[src/rtl/serial_eq_pkg.sv]
// -----------------------------------------------------------------------------
// serial_eq_pkg
// Shared definitions for the serial equality comparator:
//   state_t    - comparator FSM states (IDLE, RUN, DONE)
//   WIDTH_DEF  - default number of bit pairs per comparison
//   cnt_w()    - bit counter width for a given WIDTH; one spare bit so the
//                counter can reach WIDTH without wrapping
// -----------------------------------------------------------------------------
package serial_eq_pkg;

   typedef enum logic [1:0] {
      IDLE = 2'd0,
      RUN  = 2'd1,
      DONE = 2'd2
   } state_t;

   localparam int WIDTH_DEF = 8;

   function automatic int cnt_w(input int width);
      return $clog2(width) + 1;
   endfunction

endpackage

[src/rtl/serial_eq_bitcnt.sv]
// -----------------------------------------------------------------------------
// serial_eq_bitcnt
// Counts accepted bit pairs within one comparison.
// Ports:
//   clk  - clock, rising edge
//   rst  - synchronous active-high reset, counter to 0
//   clr  - synchronous clear (new comparison accepted)
//   en   - count one accepted bit pair
//   last - high while the counter points at bit WIDTH-1
// -----------------------------------------------------------------------------
module serial_eq_bitcnt
   import serial_eq_pkg::*;
#(
   parameter int WIDTH = WIDTH_DEF
) (
   input  logic clk,
   input  logic rst,
   input  logic clr,
   input  logic en,
   output logic last
);

   localparam int CNT_W = cnt_w(WIDTH);
   localparam logic [CNT_W-1:0] LAST_VAL = CNT_W'(WIDTH - 1);

   logic [CNT_W-1:0] cnt;

   always_ff @(posedge clk) begin
      if (rst) begin
         cnt <= '0;
      end else if (clr) begin
         cnt <= '0;
      end else if (en) begin
         // The extra MSB lets the final increment land on WIDTH instead of
         // wrapping to 0; the FSM has left RUN by then.
         cnt <= cnt + CNT_W'(1);
      end
   end

   assign last = (cnt == LAST_VAL);

endmodule

[src/rtl/serial_eq_cmp.sv]
// -----------------------------------------------------------------------------
// serial_eq_cmp
// Compares two LSB-first serial operands of WIDTH bits for equality.
// Parameter:
//   WIDTH   - bit pairs per comparison (2..32)
// Ports:
//   clk     - clock, rising edge
//   rst     - synchronous active-high reset
//   start   - request a new comparison (honoured in IDLE and DONE only)
//   bit_vld - a/b carry a valid bit pair this cycle
//   a, b    - serial operand bits, LSB first
//   busy    - comparison in progress (state RUN)
//   done    - one-cycle pulse when a comparison completes
//   eq      - registered result, stable from done until the next comparison
//   mis_cnt - number of mismatching bit pairs in the last comparison
//             (present only when SERIAL_EQ_MISMATCH_CNT_EN is defined)
// Optional feature macro: SERIAL_EQ_MISMATCH_CNT_EN
// -----------------------------------------------------------------------------
module serial_eq_cmp
   import serial_eq_pkg::*;
#(
   parameter int WIDTH = WIDTH_DEF
) (
   input  logic clk,
   input  logic rst,
   input  logic start,
   input  logic bit_vld,
   input  logic a,
   input  logic b,
   output logic busy,
   output logic done,
   output logic eq
`ifdef SERIAL_EQ_MISMATCH_CNT_EN
   ,
   output logic [cnt_w(WIDTH)-1:0] mis_cnt
`endif
);

   state_t state;
   state_t state_nxt;

   logic   acc;
   logic   bit_eq;
   logic   accept;
   logic   step;
   logic   last;
   logic   final_step;

   assign bit_eq     = ~(a ^ b);
   // start is only honoured when no comparison is running.
   assign accept     = start && (state != RUN);
   assign step       = (state == RUN) && bit_vld;
   assign final_step = step && last;

   serial_eq_bitcnt #(
      .WIDTH (WIDTH)
   ) u_bitcnt (
      .clk  (clk),
      .rst  (rst),
      .clr  (accept),
      .en   (step),
      .last (last)
   );

   always_ff @(posedge clk) begin
      if (rst) begin
         state <= IDLE;
      end else begin
         state <= state_nxt;
      end
   end

   always_comb begin
      state_nxt = state;
      case (state)
         IDLE: begin
            if (start) state_nxt = RUN;
         end
         RUN: begin
            if (final_step) state_nxt = DONE;
         end
         DONE: begin
            state_nxt = start ? RUN : IDLE;
         end
         default: state_nxt = IDLE;
      endcase
   end

   always_ff @(posedge clk) begin
      if (rst) begin
         acc <= 1'b1;
         eq  <= 1'b0;
      end else if (accept) begin
         acc <= 1'b1;
      end else if (step) begin
         acc <= acc & bit_eq;
         // The last bit is folded in here directly since acc itself only
         // updates on this same edge.
         if (last) eq <= acc & bit_eq;
      end
   end

   assign busy = (state == RUN);
   assign done = (state == DONE);

`ifdef SERIAL_EQ_MISMATCH_CNT_EN
   localparam int CNT_W = cnt_w(WIDTH);

   logic [CNT_W-1:0] mis_run;
   logic [CNT_W-1:0] mis_inc;

   assign mis_inc = {{(CNT_W-1){1'b0}}, ~bit_eq};

   always_ff @(posedge clk) begin
      if (rst) begin
         mis_run <= '0;
         mis_cnt <= '0;
      end else if (accept) begin
         mis_run <= '0;
         mis_cnt <= '0;
      end else if (step) begin
         mis_run <= mis_run + mis_inc;
         if (last) mis_cnt <= mis_run + mis_inc;
      end
   end
`endif

endmodule

[config.mk]
export PLATFORM = sky130hd
export DESIGN_NAME = serial_eq_cmp
export DESIGN_NICKNAME = d
export VERILOG_FILES = /design/src/rtl/serial_eq_pkg.sv /design/src/rtl/serial_eq_bitcnt.sv /design/src/rtl/serial_eq_cmp.sv
export SDC_FILE = /design/constraint.sdc
export NUM_CORES = 1
export LEC_CHECK = 0
export ABC_CLOCK_PERIOD_IN_PS = 1410
export BUFFER_PORTS_ARGS = -buffer_cell sky130_fd_sc_hd__buf_2
export CAP_MARGIN = 5
export CORE_AREA = 2 2 39 41
export CTS_CLUSTER_SIZE = 14
export DETAILED_ROUTE_END_ITERATION = 7
export DIE_AREA = 0 0 41 43
export GPL_TIMING_DRIVEN = 1
export SLEW_MARGIN = 20
export SYNTH_ARGS = -nofsm -noshare
export SYNTH_HDL_FRONTEND = slang
export SYNTH_SLANG_ARGS = --single-unit
[constraint.sdc]
create_clock -name clk -period 1.41 [get_ports clk]
set_input_delay 0.0705 -clock clk [delete_from_list [all_inputs] [get_ports clk]]
set_output_delay 0.0705 -clock clk [all_outputs]
set_load 0.01 [all_outputs]
==> results of run 1 <==
final cells by class:
cell class	instances	area, sq um
inverters	2	7.51
repair buffers	8	40.0
clock buffers	3	22.5
fillers	141	927
multi-input cells	28	206
well taps	16	20.0
flip-flops and latches	8	160
sequential cells by signal (all words and copies together) (netlist names):
register / count
eq: 1
state: 2
acc: 1
u_bitcnt.cnt: 4
placed cells by master, fill, tap and decap left out, drive strengths merged, types with 2 or more instances in the layout:
cell type / synthesis / routed
a21oi: 2 / 2
and2b: 2 / 2
buf: 0 / 8
clkbuf: 0 / 3
dfxtp: 8 / 8
inv: 2 / 2
nand2b: 2 / 2
nand3: 2 / 2
nor2: 3 / 3
o21ai: 2 / 2
xor2: 2 / 2
power groups by stage:
| stage | clock (mW) | sequential [mW] | combinational, mW |
|---|---|---|---|
| finish | 0.168 | 0.236 | 0.0434 |
| detailed placement | 0 | 0.241 | 0.0439 |
| global placement | 0 | 0.241 | 0.0436 |
| global route | 0.190 | 0.237 | 0.0493 |
| CTS | 0.177 | 0.236 | 0.0440 |
| floorplan | 0 | 0.240 | 0.0274 |
worst max path at each step:
stage,to,slack (ps),cells after the start
after floorplan,eq$_SDFFE_PP0P_,320,4
final,eq$_SDFFE_PP0P_,180,4
after global placement,eq$_SDFFE_PP0P_,250,4
after detailed placement,eq$_SDFFE_PP0P_,220,4
after CTS,eq$_SDFFE_PP0P_,180,4
after global routing,eq$_SDFFE_PP0P_,30,4
critical path, stage by stage, from the launching register on:
cell and delay, ps:
dfxtp_1 360, ha_1 210, nand2_1 100, o311ai_0 310
o41ai_1 130
cells by family (layout without fill, tap and decap cells):
family / Yosys count / after routing / share of synthesized area [%]
AND/OR/NAND/NOR: 15 / 15 / 28.1
AO/OA/AOI/OAI: 8 / 8 / 14.0
flip-flops: 8 / 8 / 42.8
XOR/XNOR: 3 / 3 / 7.02
buffers and inverters: 2 / 13 / 2.01
adder cells (fa/ha/maj): 1 / 1 / 3.34
multiplexers: 1 / 1 / 2.68
metal layers:
metal  vias to the layer above  track usage, %  routed length (um)
met1                       122            12.5                 314
li1                        159               -                   -
met3                         4            3.14                  38
met2                         8            11.9                 260
met4                         0            12.0                  21
met5                         -               0                   0
through the flow:
| stage | std cells | power, mW | util, % | hold WS (ps) | setup WS (ps) |
|---|---|---|---|---|---|
| finish | 65 | 0.447 | 33.0 | 23.7 | 179 |
| global route | 65 | 0.476 | 33.0 | 20.4 | 28.4 |
| global placement | 62 | 0.285 | 31.4 | 289 | 250 |
| detailed placement | 62 | 0.285 | 31.4 | 288 | 217 |
| CTS | 65 | 0.458 | 33.0 | 19.1 | 180 |
| floorplan | 38 | 0.268 | - | 149 | 317 |
==> impl_metrics.env, run 1 <==
export IMPL_ys_warn_count=0
export IMPL_critical_path_startpoint="u_bitcnt.cnt[0]$_SDFFE_PP0N_"
export IMPL_fin_worst_skew_ps=0.811
export IMPL_tritoncts_num_buffers=3
export IMPL_ff2ff_path_depth=4
export IMPL_avgSynthCellArea_sq_um=9.84
export IMPL_min_period_over_period_pct=87.3
export IMPL_post_cts_buffers=0
export IMPL_diodes=0
export IMPL_die_h_um=43
export IMPL_cp_end_kind="flop"
export IMPL_netlist_instances=38
export IMPL_detail_route_antenna_nets=0
export IMPL_die_area_sq_mm=0.00176
export IMPL_antenna_found_initial=0
export IMPL_cts_tree="yes"
export IMPL_cp_data_required_time_ps=1530
export IMPL_cts_max_level=1
export IMPL_rsz0062_at_grt="no"
export IMPL_area_delta_synth_final_pct=22.1
export IMPL_pwr_share_comb_pct=9.7
export IMPL_p_per_area_mw_per_mm2=979
export IMPL_nets=58
export IMPL_worst_pin_slew_ps=316
export IMPL_synthTopCellsByCount="8 x dfxtp_1, 3 x nor2_1"
export IMPL_p_sw_share_pct=21.9
export IMPL_drv_slew=0
export IMPL_placed_area_sq_um=434
export IMPL_num_rows=14
export IMPL_period_needed_ps=1230
export IMPL_synth_edff_count=0
export IMPL_fp_dieW_um=41
export IMPL_grt_overflow=0
export IMPL_grtUsageTotal_pct=10.1
export IMPL_syn_nets=45
export IMPL_yosysTopAreaCell="dfxtp_1"
export IMPL_drt_iter0_markers=5
export IMPL_setup_violations_final=0
export IMPL_hpwl_um=491
export IMPL_p_leak_nw=0.218
export IMPL_clk_pin_slew_worst_paths_ps=50
export IMPL_p_int_mw=0.349
export IMPL_initial_core_util_pct=27.0
export IMPL_synth_async_reset_ratio_pct=0
export IMPL_reg2reg_from="u_bitcnt.cnt[0]$_SDFFE_PP0N_"
export IMPL_grt_pass1_vias=283
export IMPL_yosysSeqAreaShare_pct=42.8
export IMPL_grt_pass1_wl_mm=1.11
export IMPL_drive_above_1_share_pct=28.6
export IMPL_drv_cap=0
export IMPL_yosysUniqueCellTypes=22
export IMPL_clock_path_buffers=2
export IMPL_status="finished, final reports clean"
export IMPL_crit_type="reg2reg"
export IMPL_synth_most_common_cell="dfxtp_1"
export IMPL_fin_tns_setup_ps=0
export IMPL_hold_violations=0
export IMPL_synth_area_sq_um=374
export IMPL_fmax_mhz=812
export IMPL_clk_latency_ps=250
export IMPL_regToRegEndpoint="eq$_SDFFE_PP0P_"
export IMPL_ios=9
export IMPL_numPortBuffers=8
export IMPL_hold_path_depth=2
export IMPL_wire_per_inst_um=9.77
export IMPL_crit_fanout=3
export IMPL_min_path_type="in2reg"
export IMPL_post_cts_resized=0
export IMPL_drc=0
export IMPL_place_gp_congestion=0.675
export IMPL_design_area_sq_um=457
export IMPL_postCtsHoldBufs=0
export IMPL_whs_endpoint="state[1]$_SDFFE_PP0P_"
export IMPL_r2r_setup_slack_ps=180
export IMPL_max_slew_margin_rel_pct=78.7
export IMPL_ys_flop_type="dfxtp_1"
export IMPL_ys_ff_latch=8
export IMPL_p_seq_share_pct=52.9
export IMPL_cts_root_buf="clkbuf_4"
export IMPL_vias=293
export IMPL_routed_wl_um=635
export IMPL_start_kind="flop"
export IMPL_worst_ep_arrival_time_ps=1350
export IMPL_netlist_top_cells_area="dfxtp_1 43%, nand3b_4 5.4%, and2b_2 4.7%"
export IMPL_synth_top_area_share_pct=42.8
export IMPL_power_frac_clock_pct=37.5
export IMPL_coreArea_sq_mm=0.00138
export IMPL_grt_max_degree=9
export IMPL_first_pass_iters=4
export IMPL_clkSinkCount=8
export IMPL_min_from="rst"
export IMPL_irDropWorstVdd_uv=271
export IMPL_avgViaCountPerCell=4.51
export IMPL_net_switching_power_mw=0.0979
(Power assumes the default switching activity.)
==> inputs of run 2 (changes only) <==
--- a/config.mk
+++ b/config.mk
@@ -6,12 +6,12 @@
 export NUM_CORES = 1
 export LEC_CHECK = 0
 export ABC_CLOCK_PERIOD_IN_PS = 1410
-export BUFFER_PORTS_ARGS = -buffer_cell sky130_fd_sc_hd__buf_2
 export CAP_MARGIN = 5
 export CORE_AREA = 2 2 39 41
-export CTS_CLUSTER_SIZE = 14
+export CTS_CLUSTER_SIZE = 24
 export DETAILED_ROUTE_END_ITERATION = 7
 export DIE_AREA = 0 0 41 43
+export DONT_BUFFER_PORTS = 1
 export GPL_TIMING_DRIVEN = 1
 export SLEW_MARGIN = 20
 export SYNTH_ARGS = -nofsm -noshare
==> impl_metrics.env, run 2 (synthesis gave the netlist of run 1 again) <==
export IMPL_rsz0062_at_grt="no"
export IMPL_num_rows=14
export IMPL_initial_core_util_pct=27.0
export IMPL_detail_route_antenna_nets=0
export IMPL_fin_tns_setup_ps=0
export IMPL_tritoncts_num_buffers=3
export IMPL_fin_worst_skew_ps=0.373
export IMPL_drv_cap=0
export IMPL_drive_above_1_share_pct=14.3
export IMPL_p_per_area_mw_per_mm2=1040
export IMPL_layout_commonest_cell="dfxtp_1"
export IMPL_ios=9
export IMPL_min_path_type="in2reg"
export IMPL_cts_root_buf="clkbuf_4"
export IMPL_post_cts_buffers=0
export IMPL_drt_iter0_markers=1
export IMPL_fin_hold_ws_ps=35.1
export IMPL_first_pass_iters=4
export IMPL_diodes=0
export IMPL_nets=51
export IMPL_die_h_um=43
export IMPL_crit_fanout=3
export IMPL_pwr_share_comb_pct=7.7
export IMPL_fmax_mhz=822
export IMPL_routed_wl_um=669
export IMPL_power_frac_clock_pct=39.3
export IMPL_vias=286
export IMPL_clk_pin_slew_worst_paths_ps=50
export IMPL_grt_pass1_vias=285
export IMPL_clkSinkCount=8
export IMPL_p_leak_nw=0.186
export IMPL_clock_path_buffers=2
export IMPL_period_needed_ps=1220
export IMPL_cts_max_level=1
export IMPL_max_slew_margin_rel_pct=78.6
export IMPL_crit_type="reg2reg"
export IMPL_worst_pin_slew_ps=316
export IMPL_grtUsageTotal_pct=10.5
export IMPL_drc=0
export IMPL_die_area_sq_mm=0.00176
export IMPL_avgViaCountPerCell=4.93
export IMPL_irDropWorstVdd_uv=300
export IMPL_post_cts_resized=0
export IMPL_hpwl_um=507
export IMPL_cp_data_required_time_ps=1540
export IMPL_min_period_over_period_pct=86.3
export IMPL_grt_pass1_wl_mm=1.15
export IMPL_worst_ep_arrival_time_ps=1340
export IMPL_clk_latency_ps=250
export IMPL_place_gp_congestion=0.608
export IMPL_final_cell_mix="8 x dfxtp_1, 3 x nor2_1, 3 x clkbuf_4"
export IMPL_area_delta_synth_final_pct=14.0
export IMPL_p_seq_share_pct=53.1
export IMPL_report_power_total_mw=0.446
export IMPL_cts_tree="yes"
export IMPL_fp_dieW_um=41
export IMPL_coreArea_sq_mm=0.00138
export IMPL_post_route_util_pct=30.8
export IMPL_status="finished, final reports clean"
export IMPL_largest_register_ffs=4
export IMPL_start_kind="flop"
export IMPL_setup_violations_final=0
export IMPL_cp_end_kind="flop"
export IMPL_wire_per_inst_um=11.5
export IMPL_hold_violations=0
export IMPL_net_switching_power_mw=0.100
export IMPL_numPortBuffers=0
export IMPL_largestRegisters="u_bitcnt.cnt x4, state x2"
export IMPL_grt_overflow=0
export IMPL_p_int_mw=0.345
export IMPL_p_sw_share_pct=22.5
export IMPL_drv_slew=0
export IMPL_top_register="u_bitcnt.cnt"
export IMPL_grt_max_degree=9
export IMPL_antenna_found_initial=0
==> run 2: cell count changes in the layout (fill, tap and decap cells not counted), sizes merged <==
cell	previous run	this run
buf	8	0
dlygate4sd3	0	1
==> run 2: worst max-delay path: stages (launching register included) <==
cell	delay, ps
dfxtp_1	360
ha_1	200
nand2_1	90
o311ai_0	310
o41ai_1	120
==> run 2: layout make-up <==
type | instances | area [sq um]
Clock buffer | 3 | 22.5
Fill cell | 144 | 957
Inverter | 2 | 7.51
Multi-Input combinational cell | 28 | 206
Sequential cell | 8 | 160
Tap cell | 16 | 20.0
Timing Repair Buffer | 1 | 10.0
==> run 2: through the flow <==
step,cell area (sq um),cells,setup WS [ps]
detailed placement,394,54,216
global route,427,58,61.5
floorplan,374,38,317
global placement,394,54,265
finish,427,58,194
CTS,427,58,196
==> run 2: layer usage <==
metal / part of all wire (%) / global-route usage, % / wire [um] / up-vias
met4: 6.0 / 10.0 / 40 / 0
met1: 45 / 11.3 / 301 / 121
met3: 6.4 / 6.28 / 43 / 5
met2: 42 / 13.1 / 283 / 9
met5: 0 / 0 / 0 / -
li1: - / - / - / 151
==> run 2: final timing paths <==
kind / start / endpoint / slack (ps) / cells after the start
max reg2reg: u_bitcnt.cnt[0]$_SDFFE_PP0N_ / eq$_SDFFE_PP0P_ / 190 / 4
min: bit_vld / state[1]$_SDFFE_PP0P_ / 40 / 2
max: u_bitcnt.cnt[0]$_SDFFE_PP0N_ / eq$_SDFFE_PP0P_ / 190 / 4
min reg2reg: acc$_SDFFE_PP1N_ / eq$_SDFFE_PP0P_ / 460 / 2
==> run 2: repair_timing <==
action / in CTS / in global routing
hold buffers: 1 / 0
endpoints found under the setup margin: 0 / 0
hold endpoints to repair: 2 / 0
==> run 2: power by group through the flow <==
| stage | registers, mW | clock network (mW) | logic (mW) |
|---|---|---|---|
| 5_1_grt | 0.238 | 0.195 | 0.0393 |
| 2_1_floorplan | 0.240 | 0 | 0.0274 |
| 4_1_cts | 0.236 | 0.186 | 0.0351 |
| 3_5_place_dp | 0.241 | 0 | 0.0321 |
| 3_3_place_gp | 0.241 | 0 | 0.0318 |
| 6_report | 0.236 | 0.175 | 0.0342 |
==> inputs of run 3 (changes only) <==
--- a/config.mk
+++ b/config.mk
@@ -13,7 +13,9 @@
 export DIE_AREA = 0 0 41 43
 export DONT_BUFFER_PORTS = 1
 export GPL_TIMING_DRIVEN = 1
-export SLEW_MARGIN = 20
+export RECOVER_POWER = 50
+export SKIP_CTS_REPAIR_TIMING = 1
+export SLEW_MARGIN = 5
 export SYNTH_ARGS = -nofsm -noshare
 export SYNTH_HDL_FRONTEND = slang
 export SYNTH_SLANG_ARGS = --single-unit
==> impl_metrics.env, run 3 (synthesis gave the netlist of run 1 again) <==
export IMPL_setup_ws_ps=206
export IMPL_path_cells="ha_1 > nand2_1 > o311ai_0 > o41ai_1"
export IMPL_largestRegisters="u_bitcnt.cnt x4, state x2"
export IMPL_ff2ff_path_depth=4
export IMPL_layoutNonFillerInstCount=58
export IMPL_drt_iter0_markers=1
export IMPL_cts_root_buf="clkbuf_4"
export IMPL_layout_commonest_cell="dfxtp_1"
export IMPL_cts_tree="yes"
export IMPL_setup_violations_final=0
export IMPL_drive_above_1_share_pct=11.9
export IMPL_die_h_um=43
export IMPL_r2r_setup_slack_ps=210
export IMPL_worst_pin_slew_ps=316
export IMPL_irDropWorstVdd_uv=300
export IMPL_avgViaCountPerCell=4.79
export IMPL_p_sw_share_pct=22.5
export IMPL_p_leak_nw=0.187
export IMPL_grt_pass1_vias=280
export IMPL_fill_cells=140
export IMPL_crit_type="reg2reg"
export IMPL_wire_per_inst_um=11.3
export IMPL_max_slew_margin_rel_pct=78.6
export IMPL_antenna_found_initial=0
export IMPL_drv_slew=0
export IMPL_diodes=0
export IMPL_area_delta_synth_final_pct=13.7
export IMPL_hold_violations=0
export IMPL_die_area_sq_mm=0.00176
export IMPL_initial_core_util_pct=27.0
export IMPL_status="finished, final reports clean"
export IMPL_min_period_over_period_pct=85.4
export IMPL_drc=0
export IMPL_grtUsageTotal_pct=10.2
export IMPL_top_register="u_bitcnt.cnt"
export IMPL_nets=51
export IMPL_hold_path_depth=2
export IMPL_rsz0062_at_grt="no"
export IMPL_clkSinkCount=8
export IMPL_p_int_mw=0.345
export IMPL_hpwl_um=507
export IMPL_cp_end_kind="flop"
export IMPL_tritoncts_num_buffers=3
export IMPL_min_from="bit_vld"
export IMPL_place_gp_congestion=0.608
export IMPL_period_needed_ps=1200
export IMPL_cp_num_cells=4
export IMPL_num_rows=14
export IMPL_net_switching_power_mw=0.100
export IMPL_clk_pin_slew_worst_paths_ps=50
export IMPL_grt_pass1_wl_mm=1.10
export IMPL_detail_route_antenna_nets=0
export IMPL_grt_max_degree=9
export IMPL_first_pass_iters=2
export IMPL_power_frac_clock_pct=39.2
export IMPL_final_cell_mix="8 x dfxtp_1, 3 x nor2_1, 3 x clkbuf_4"
export IMPL_place_ws_ps=216
export IMPL_cp_data_required_time_ps=1530
export IMPL_drv_cap=0
export IMPL_cpLargestDelayFamily="compound AO/OA/AOI/OAI gates"
export IMPL_coreArea_sq_mm=0.00138
export IMPL_crit_slowest_cell="dfxtp_1"
export IMPL_grt_overflow=0
export IMPL_fp_dieW_um=41
export IMPL_largest_register_ffs=4
export IMPL_fmax_mhz=831
export IMPL_reg2reg_from="u_bitcnt.cnt[0]$_SDFFE_PP0N_"
export IMPL_routed_wl_um=657
export IMPL_path_buf_inv=0
export IMPL_start_kind="flop"
export IMPL_regToRegEndpoint="eq$_SDFFE_PP0P_"
export IMPL_clk_latency_ps=250
export IMPL_fin_tns_setup_ps=0
export IMPL_post_route_util_pct=30.7
export IMPL_clock_path_buffers=2
export IMPL_dp_cells=54
export IMPL_vias=278
export IMPL_min_path_type="in2reg"
export IMPL_worst_ep_arrival_time_ps=1330
export IMPL_ios=9
export IMPL_pwr_share_comb_pct=7.7
export IMPL_crit_fanout=3
export IMPL_slowest_delay_ps=360
export IMPL_p_per_area_mw_per_mm2=1050
export IMPL_report_power_total_mw=0.445
export IMPL_p_seq_share_pct=53.1
export IMPL_whs_endpoint="state[1]$_SDFFE_PP0P_"
export IMPL_cts_max_level=1
export IMPL_numPortBuffers=0
export IMPL_fin_worst_skew_ps=0.361
-- run 3: cell counts in the layout (fill, tap and decap cells not counted) --
Identical to the previous run, type by type.
-- run 3: final cells by class --
type,instances,area (sq um),area share (%)
multi-input combinational,28,205,48.2
sequential,8,160,37.6
tap,16,20.0,4.71
inverter,2,7.51,1.76
clock buffer,3,22.5,5.29
timing repair buffer,1,10.0,2.35
-- run 3: metrics by stage --
step / area [sq um] / hold slack [ps]
2_1_floorplan: 374 / 149
3_3_place_gp: 394 / 154
3_5_place_dp: 394 / 164
4_1_cts: 417 / -111
5_1_grt: 425 / 40.2
6_report: 425 / 33.9
-- run 3: routing by layer --
metal	track usage, %	wire [um]	up-vias
met5	0	0	-
met3	6.28	43	5
li1	-	-	150
met2	12.2	270	9
met4	10.0	36	0
met1	11.3	306	114
-- run 3: how the worst max path moves through the flow --
| stage | end | start | slack, ps |
|---|---|---|---|
| floorplan | eq$_SDFFE_PP0P_ | u_bitcnt.cnt[0]$_SDFFE_PP0N_ | 320 |
| global placement | eq$_SDFFE_PP0P_ | u_bitcnt.cnt[0]$_SDFFE_PP0N_ | 260 |
| detailed placement | eq$_SDFFE_PP0P_ | u_bitcnt.cnt[0]$_SDFFE_PP0N_ | 220 |
| CTS | eq$_SDFFE_PP0P_ | u_bitcnt.cnt[0]$_SDFFE_PP0N_ | 200 |
| global route | eq$_SDFFE_PP0P_ | u_bitcnt.cnt[0]$_SDFFE_PP0N_ | 70 |
| finish | eq$_SDFFE_PP0P_ | u_bitcnt.cnt[0]$_SDFFE_PP0N_ | 210 |
-- run 3: power by group through the flow --
stage,sequential (mW),clock (mW),combinational (mW)
floorplan,0.240,0,0.0274
global placement,0.241,0,0.0318
detailed placement,0.241,0,0.0321
CTS,0.236,0.186,0.0324
global route,0.237,0.195,0.0393
finish,0.236,0.174,0.0343
